$ cat src/rtl/muldiv_unit_if.sv
// Issue/result bundle between the stage-2a issue logic and the HI/LO multiply/divide unit.
// The core drives the master side; the unit presents the slave side.
interface muldiv_unit_if #(
  parameter int DATA_W = 32
);
  logic              mul__active_2a;
  logic [3:0]        mul__opcode_2a;
  logic [DATA_W-1:0] rs_data_2a;
  logic [DATA_W-1:0] rt_data_2a;
  logic              mul__flush;
  logic [DATA_W-1:0] mul__rd_data_3a;
  logic              mul__stall_2a;
  logic              mul__busy;

  modport master (
    output mul__active_2a, mul__opcode_2a, rs_data_2a, rt_data_2a, mul__flush,
    input  mul__rd_data_3a, mul__stall_2a, mul__busy
  );

  modport slave (
    input  mul__active_2a, mul__opcode_2a, rs_data_2a, rt_data_2a, mul__flush,
    output mul__rd_data_3a, mul__stall_2a, mul__busy
  );
endinterface

$ cat src/rtl/muldiv_unit.sv
// HI/LO multiply/divide/accumulate unit with MT*/MF* access, flush and divide-by-zero early-out.
// Latency: mul MUL_STAGES, div DATA_W+1 (1 if divisor is 0), MFHI/MFLO result registered 1 cycle.
// Backpressure: any op presented while busy is stalled combinationally; caller holds and retries.
module muldiv_unit #(
  parameter int DATA_W     = 32,
  parameter int MUL_STAGES = 4
) (
  input  logic         clk,
  input  logic         rst_b,
  muldiv_unit_if.slave mdu
);

  localparam int PW      = 2 * DATA_W;
  localparam int CNT_MAX = (DATA_W > MUL_STAGES) ? DATA_W : MUL_STAGES;
  localparam int CNT_W   = $clog2(CNT_MAX + 1);

  localparam logic [3:0] OP_MFHI  = 4'd0;
  localparam logic [3:0] OP_MFLO  = 4'd1;
  localparam logic [3:0] OP_MTHI  = 4'd2;
  localparam logic [3:0] OP_MTLO  = 4'd3;
  localparam logic [3:0] OP_MULT  = 4'd4;
  localparam logic [3:0] OP_MULTU = 4'd5;
  localparam logic [3:0] OP_DIV   = 4'd6;
  localparam logic [3:0] OP_DIVU  = 4'd7;
  localparam logic [3:0] OP_MADD  = 4'd8;
  localparam logic [3:0] OP_MADDU = 4'd9;
  localparam logic [3:0] OP_MSUB  = 4'd10;
  localparam logic [3:0] OP_MSUBU = 4'd11;

  typedef enum logic [1:0] {IDLE, MUL_RUN, DIV_RUN, DIV_FIX} state_e;
  typedef enum logic [1:0] {ACC_NONE, ACC_ADD, ACC_SUB} acc_e;

  state_e            state, state_nxt;
  acc_e              acc_mode;
  logic [DATA_W-1:0] hi, lo, hi_nxt, lo_nxt;
  logic              hi_we, lo_we;
  logic [DATA_W-1:0] rd_data;
  logic [CNT_W-1:0]  cnt;

  logic [3:0]        op;
  logic [DATA_W-1:0] rs, rt;
  logic              accept, busy;
  logic              is_mul, is_div, mul_signed;

  logic [PW-1:0]     ext_a, ext_b, prod_in, pipe_out, acc_res;
  logic [PW-1:0]     pipe [MUL_STAGES];
  logic              pipe_en;

  logic              rs_neg, rt_neg;
  logic [DATA_W-1:0] rs_mag, rt_mag;
  logic [DATA_W-1:0] rem, quo, dvs;
  logic              q_neg, r_neg;
  logic [DATA_W:0]   trial;

  assign op     = mdu.mul__opcode_2a;
  assign rs     = mdu.rs_data_2a;
  assign rt     = mdu.rt_data_2a;
  assign busy   = (state != IDLE);
  assign accept = mdu.mul__active_2a && !busy && !mdu.mul__flush;

  assign mdu.mul__busy       = busy;
  assign mdu.mul__stall_2a   = mdu.mul__active_2a && busy;
  assign mdu.mul__rd_data_3a = rd_data;

  assign is_mul     = (op == OP_MULT) || (op == OP_MULTU) || (op == OP_MADD) ||
                      (op == OP_MADDU) || (op == OP_MSUB) || (op == OP_MSUBU);
  assign is_div     = (op == OP_DIV) || (op == OP_DIVU);
  assign mul_signed = (op == OP_MULT) || (op == OP_MADD) || (op == OP_MSUB);

  // Low PW bits of the product of sign-extended operands equal the signed product.
  assign ext_a   = mul_signed ? {{DATA_W{rs[DATA_W-1]}}, rs} : {{DATA_W{1'b0}}, rs};
  assign ext_b   = mul_signed ? {{DATA_W{rt[DATA_W-1]}}, rt} : {{DATA_W{1'b0}}, rt};
  assign prod_in = ext_a * ext_b;

  // Product delay line; retiming spreads the multiplier across these stages.
  assign pipe_en  = (accept && is_mul) || (state == MUL_RUN);
  assign pipe_out = pipe[MUL_STAGES-1];

  always_ff @(posedge clk) begin
    if (pipe_en) begin
      pipe[0] <= prod_in;
      for (int i = 1; i < MUL_STAGES; i++) begin
        pipe[i] <= pipe[i-1];
      end
    end
  end

  always_comb begin
    acc_res = pipe_out;
    case (acc_mode)
      ACC_ADD: acc_res = {hi, lo} + pipe_out;
      ACC_SUB: acc_res = {hi, lo} - pipe_out;
      default: acc_res = pipe_out;
    endcase
  end

  assign rs_neg = (op == OP_DIV) && rs[DATA_W-1];
  assign rt_neg = (op == OP_DIV) && rt[DATA_W-1];
  assign rs_mag = rs_neg ? (DATA_W'(0) - rs) : rs;
  assign rt_mag = rt_neg ? (DATA_W'(0) - rt) : rt;

  // rem < dvs always holds, so the top bit of trial is a clean borrow flag.
  assign trial = {rem, quo[DATA_W-1]} - {1'b0, dvs};

  always_comb begin
    state_nxt = state;
    hi_we     = 1'b0;
    lo_we     = 1'b0;
    hi_nxt    = hi;
    lo_nxt    = lo;
    case (state)
      IDLE: begin
        if (accept) begin
          if (is_mul) begin
            state_nxt = MUL_RUN;
          end else if (is_div) begin
            state_nxt = (rt == '0) ? DIV_FIX : DIV_RUN;
          end else if (op == OP_MTHI) begin
            hi_we  = 1'b1;
            hi_nxt = rs;
          end else if (op == OP_MTLO) begin
            lo_we  = 1'b1;
            lo_nxt = rs;
          end
        end
      end
      MUL_RUN: begin
        if (cnt == CNT_W'(MUL_STAGES - 1)) begin
          state_nxt        = IDLE;
          hi_we            = 1'b1;
          lo_we            = 1'b1;
          {hi_nxt, lo_nxt} = acc_res;
        end
      end
      DIV_RUN: begin
        if (cnt == CNT_W'(DATA_W - 1)) begin
          state_nxt = DIV_FIX;
        end
      end
      DIV_FIX: begin
        state_nxt = IDLE;
        hi_we     = 1'b1;
        lo_we     = 1'b1;
        hi_nxt    = r_neg ? (DATA_W'(0) - rem) : rem;
        lo_nxt    = q_neg ? (DATA_W'(0) - quo) : quo;
      end
      default: state_nxt = IDLE;
    endcase
    // Flush beats completion: nothing in flight may reach hi/lo.
    if (mdu.mul__flush) begin
      state_nxt = IDLE;
      hi_we     = 1'b0;
      lo_we     = 1'b0;
    end
  end

  always_ff @(posedge clk) begin
    if (!rst_b) begin
      state    <= IDLE;
      acc_mode <= ACC_NONE;
      hi       <= '0;
      lo       <= '0;
      rd_data  <= '0;
      cnt      <= '0;
      rem      <= '0;
      quo      <= '0;
      dvs      <= '0;
      q_neg    <= 1'b0;
      r_neg    <= 1'b0;
    end else begin
      state <= state_nxt;
      if (hi_we) hi <= hi_nxt;
      if (lo_we) lo <= lo_nxt;

      rd_data <= '0;
      if (accept && op == OP_MFHI) rd_data <= hi;
      else if (accept && op == OP_MFLO) rd_data <= lo;

      if (accept) cnt <= '0;
      else if (state == MUL_RUN || state == DIV_RUN) cnt <= cnt + CNT_W'(1);

      if (accept && is_mul) begin
        if (op == OP_MADD || op == OP_MADDU) acc_mode <= ACC_ADD;
        else if (op == OP_MSUB || op == OP_MSUBU) acc_mode <= ACC_SUB;
        else acc_mode <= ACC_NONE;
      end

      if (accept && is_div) begin
        if (rt == '0) begin
          // Early-out: DIV_FIX writes hi=rs, lo=all-ones unmodified.
          rem   <= rs;
          quo   <= '1;
          q_neg <= 1'b0;
          r_neg <= 1'b0;
        end else begin
          rem   <= '0;
          quo   <= rs_mag;
          dvs   <= rt_mag;
          q_neg <= rs_neg ^ rt_neg;
          r_neg <= rs_neg;
        end
      end else if (state == DIV_RUN) begin
        if (!trial[DATA_W]) begin
          rem <= trial[DATA_W-1:0];
          quo <= {quo[DATA_W-2:0], 1'b1};
        end else begin
          rem <= {rem[DATA_W-2:0], quo[DATA_W-1]};
          quo <= {quo[DATA_W-2:0], 1'b0};
        end
      end
    end
  end

endmodule

$ cat src/flat_wrapper.sv
// flat-port wrapper written by rule: the top's interface ports become plain ports
module muldiv_unit_flat 
#(
  parameter int DATA_W     = 32,
  parameter int MUL_STAGES = 4
)
  (clk, rst_b, mdu_mul__active_2a, mdu_mul__opcode_2a, mdu_rs_data_2a, mdu_rt_data_2a, mdu_mul__flush, mdu_mul__rd_data_3a, mdu_mul__stall_2a, mdu_mul__busy);
  muldiv_unit_if #(.DATA_W(DATA_W)) mdu_i ();
  input  logic clk;
  input  logic rst_b;
  input wire logic [$bits(mdu_i.mul__active_2a)-1:0] mdu_mul__active_2a;
  input wire logic [$bits(mdu_i.mul__opcode_2a)-1:0] mdu_mul__opcode_2a;
  input wire logic [$bits(mdu_i.rs_data_2a)-1:0] mdu_rs_data_2a;
  input wire logic [$bits(mdu_i.rt_data_2a)-1:0] mdu_rt_data_2a;
  input wire logic [$bits(mdu_i.mul__flush)-1:0] mdu_mul__flush;
  output wire logic [$bits(mdu_i.mul__rd_data_3a)-1:0] mdu_mul__rd_data_3a;
  output wire logic [$bits(mdu_i.mul__stall_2a)-1:0] mdu_mul__stall_2a;
  output wire logic [$bits(mdu_i.mul__busy)-1:0] mdu_mul__busy;
  assign mdu_i.mul__active_2a = mdu_mul__active_2a;
  assign mdu_i.mul__opcode_2a = mdu_mul__opcode_2a;
  assign mdu_i.rs_data_2a = mdu_rs_data_2a;
  assign mdu_i.rt_data_2a = mdu_rt_data_2a;
  assign mdu_i.mul__flush = mdu_mul__flush;
  assign mdu_mul__rd_data_3a = mdu_i.mul__rd_data_3a;
  assign mdu_mul__stall_2a = mdu_i.mul__stall_2a;
  assign mdu_mul__busy = mdu_i.mul__busy;
  muldiv_unit #(.DATA_W(DATA_W), .MUL_STAGES(MUL_STAGES)) u_core (.clk(clk), .rst_b(rst_b), .mdu(mdu_i));
endmodule
$ cat config.mk
export PLATFORM = sky130hd
export DESIGN_NAME = muldiv_unit_flat
export DESIGN_NICKNAME = d
export VERILOG_FILES = /design/src/rtl/muldiv_unit_if.sv /design/src/rtl/muldiv_unit.sv /design/src/flat_wrapper.sv
export SDC_FILE = /design/constraint.sdc
export NUM_CORES = 2
export LEC_CHECK = 0
export CAP_MARGIN = 20
export CORE_ASPECT_RATIO = 0.9
export CORE_MARGIN = 2
export CORE_UTILIZATION = 60
export DETAILED_ROUTE_END_ITERATION = 8
export PLACE_DENSITY = 0.8
export SYNTH_ARGS = -nofsm -noshare
export SYNTH_HDL_FRONTEND = slang
export SYNTH_SLANG_ARGS = --single-unit
$ cat constraint.sdc
create_clock -name clk -period 24.1 [get_ports clk]
set_input_delay 4.82 -clock clk [delete_from_list [all_inputs] [get_ports clk]]
set_output_delay 4.82 -clock clk [all_outputs]
set_load 0.005 [all_outputs]
==> reports/summary.txt <==
Clock root cell = clkbuf_16
CP max stage delay = 0.91 ns
Filler cell count = 10008
Primary FF master, synth = edfxtp_1
Setup ws final = 8.69 ns
Reg2reg start = u_core.pipe[3][4]
Die width = 375 um
Crit path top cell by count = fa_1
Post-synth top cells = inv_1, fa_1, nand2_1
Initial antenna violation count = 13
Setup WS pre-CTS = 7.72 ns
Synth Net Count = 9942
Hold crit path type = reg -> reg
TritonCTS clock tree = built
Placer Congestion = 1.03
Post-CTS resize count = 0
Via density per instance = 6.10
Clk slew on worst S/H paths = 0.06 ns
Worst Setup Path Type = in -> reg
Final non-filler cell total = 9513
Mapped Cells = 8032
Slowest-stage cell, CP = fa_1
Yosys reg bits = 460
Max-cap viol count = 0
Detailed-router iteration count before antenna repair = 9
Post-synth EDFFs = 256
Syn avg cell area = 9.23 um^2
Min-Delay Path Depth = 0
DIE AREA = 126000 um^2
Final hold vios = 0
Worst-Skew Late Latency = 0.61 ns
Drt drc = 0
Fin crit period = 15.41 ns
Post-Syn Area = 74100 um^2
Reg2Reg Capture Point = u_core.hi[31]
Post-route ant nets = 0
Hold Path End = u_core.pipe[3][32]
Ys Warns = 0
Total grt overflow = 0
Cell taking the most area after synthesis = fa_1
Tcrit/Tclk final = 64.0%
Ports = 106
Worst Path Required = 24.52 ns
Top-count cell post-synth = inv_1
HP Start = u_core.pipe[2][32]
Clock buffer depth = 3
Final Max Tran Viols = 0
Routed wire length = 232000 um
Status = finished clean
FF-to-FF path depth = 17
Max FO, Critical Path = 23
Post-DP HPWL = 180000 um
Largest net degree at the start of global routing = 93
CP arrival = 15.84 ns
Synth top area share = 38.4%
GR Util All Layers = 37.5%
Final number of setup-violating endpoints = 0
Final setup TNS = 0 ns
First-pass GRT wire length = 358000 um
Count of input and output buffers = 105
RSZ-0062 raised after global routing = false
Core Area = 123000 um^2
CP Capture Type = register
Relative slew slack = 21.1%
Die Y = 337 um
Slew @ Worst Pin = 1.18 ns
Clock sinks = 460
Post-synth cell types = 87
Clk_skew = 0.0213 ns
Fin nets = 9766
Effective utilization at floorplan = 60.4%
H-tree depth = 2
Post-CTS Hold Buffers = 0
P&R area growth vs syn = 5.29%
Routed wire per std cell = 24.4 um
Share of layout cells above drive strength 1 = 3.48%
R2r setup slk = 17.20 ns
Sequential-to-total area share from yosys stat = 15.9%
Maximum clock rate = 0.0649 GHz
Inserted Clock Buffers = 51
Via count of the first global-routing pass = 61022
DRT iter0 DRCs = 6000
Critical Path Start Type = primary input
Post-CTS setup buffer count = 0
Ys async rst share = 0%
Std cell rows = 122
Via Count = 58034
Synth area leaders = fa_1, edfxtp_1, inv_1
Placed Cells = 9413
## placed cells by master (no fill, tap or decap), drive strengths merged, types with 90 or more instances in the layout
cell type | Yosys | routed
xor2 | 90 | 90
ha | 417 | 417
inv | 1674 | 1676
fa | 1421 | 1421
a21o | 100 | 100
o21ai | 257 | 257
and2 | 336 | 336
nor2 | 299 | 299
buf | 78 | 152
a21oi | 304 | 304
nand2 | 1022 | 1022
dfxtp | 204 | 204
xnor2 | 276 | 276
edfxtp | 256 | 256
## how the worst max path moves through the flow
stage | cells past startpoint | to | startpoint | slack [ns]
after floorplan | 4 | u_core.pipe[0][0] | mdu_mul__opcode_2a[3] | 6.70
after global placement | 31 | u_core.pipe[0][56] | mdu_mul__opcode_2a[3] | 7.89
after detailed placement | 31 | u_core.pipe[0][56] | mdu_mul__opcode_2a[3] | 7.72
after CTS | 31 | u_core.pipe[0][58] | mdu_mul__opcode_2a[3] | 8.33
after global routing | 33 | u_core.pipe[0][56] | mdu_mul__opcode_2a[3] | 8.23
final | 33 | u_core.pipe[0][58] | mdu_mul__opcode_2a[3] | 8.69
## per-stage QoR
| stage | hold slack [ns] | cell area (um^2) | utilization, % |
|---|---|---|---|
| floorplan | 0.400 | 74100 | - |
| global placement | 0.400 | 76300 | 62.1 |
| detailed placement | 0.405 | 76300 | 62.1 |
| CTS | 0.414 | 78000 | 63.6 |
| global route | 0.419 | 78100 | 63.6 |
| finish | 0.413 | 78100 | 63.6 |
## metal layers
layer,vias to the layer above,part of all wire (%),track usage [%]
met5,-,0.015,0
met4,6,6.0,19.6
met3,770,11,8.25
met2,3520,46,60.3
met1,29042,37,47.9
li1,24696,-,-
## area by class of cell
type	instances	area [um^2]	share of cell area (%)
multi-input combinational	5447	54500	69.8
sequential	460	11800	15.1
inverter	1675	6290	8.05
tap	1612	2020	2.58
timing repair buffer	221	1780	2.28
clock buffer	67	1440	1.84
clock inverter	28	292	0.373
antenna	3	7.51	0.00962
## sequential cells by signal (all words and copies together) (netlist names)
signal,cells
u_core.rem,32
u_core.acc_mode,2
u_core.quo,32
u_core.mdu.mul__rd_data_3a,32
u_core.state,2
u_core.cnt,6
u_core.hi,32
u_core.pipe,256
u_core.dvs,32
u_core.q_neg,1
u_core.r_neg,1
u_core.lo,32
## cells by family after synthesis
kind of cell,count (synthesis),share of synthesized area [%]
AOI/OAI and AO/OA,1147,10.0
xor gates and xnor gates,367,4.36
adders and majority gates,1840,45.4
buffers and inverters,2125,10.8
DFF,460,15.9
muxes,79,1.07
and+or+nand+nor,2014,12.5
## worst max-delay path, delay by kind of cell
kind / cells / cell delay (ns)
fa+ha+maj: 11 / 6.05
compound gates: 6 / 1.86
buf+inv: 9 / 1.73
simple gates: 6 / 0.82
mux: 1 / 0.51
Power is not shown: default switching activity piles up to over one toggle a cycle in this logic, so the estimate is an artifact.
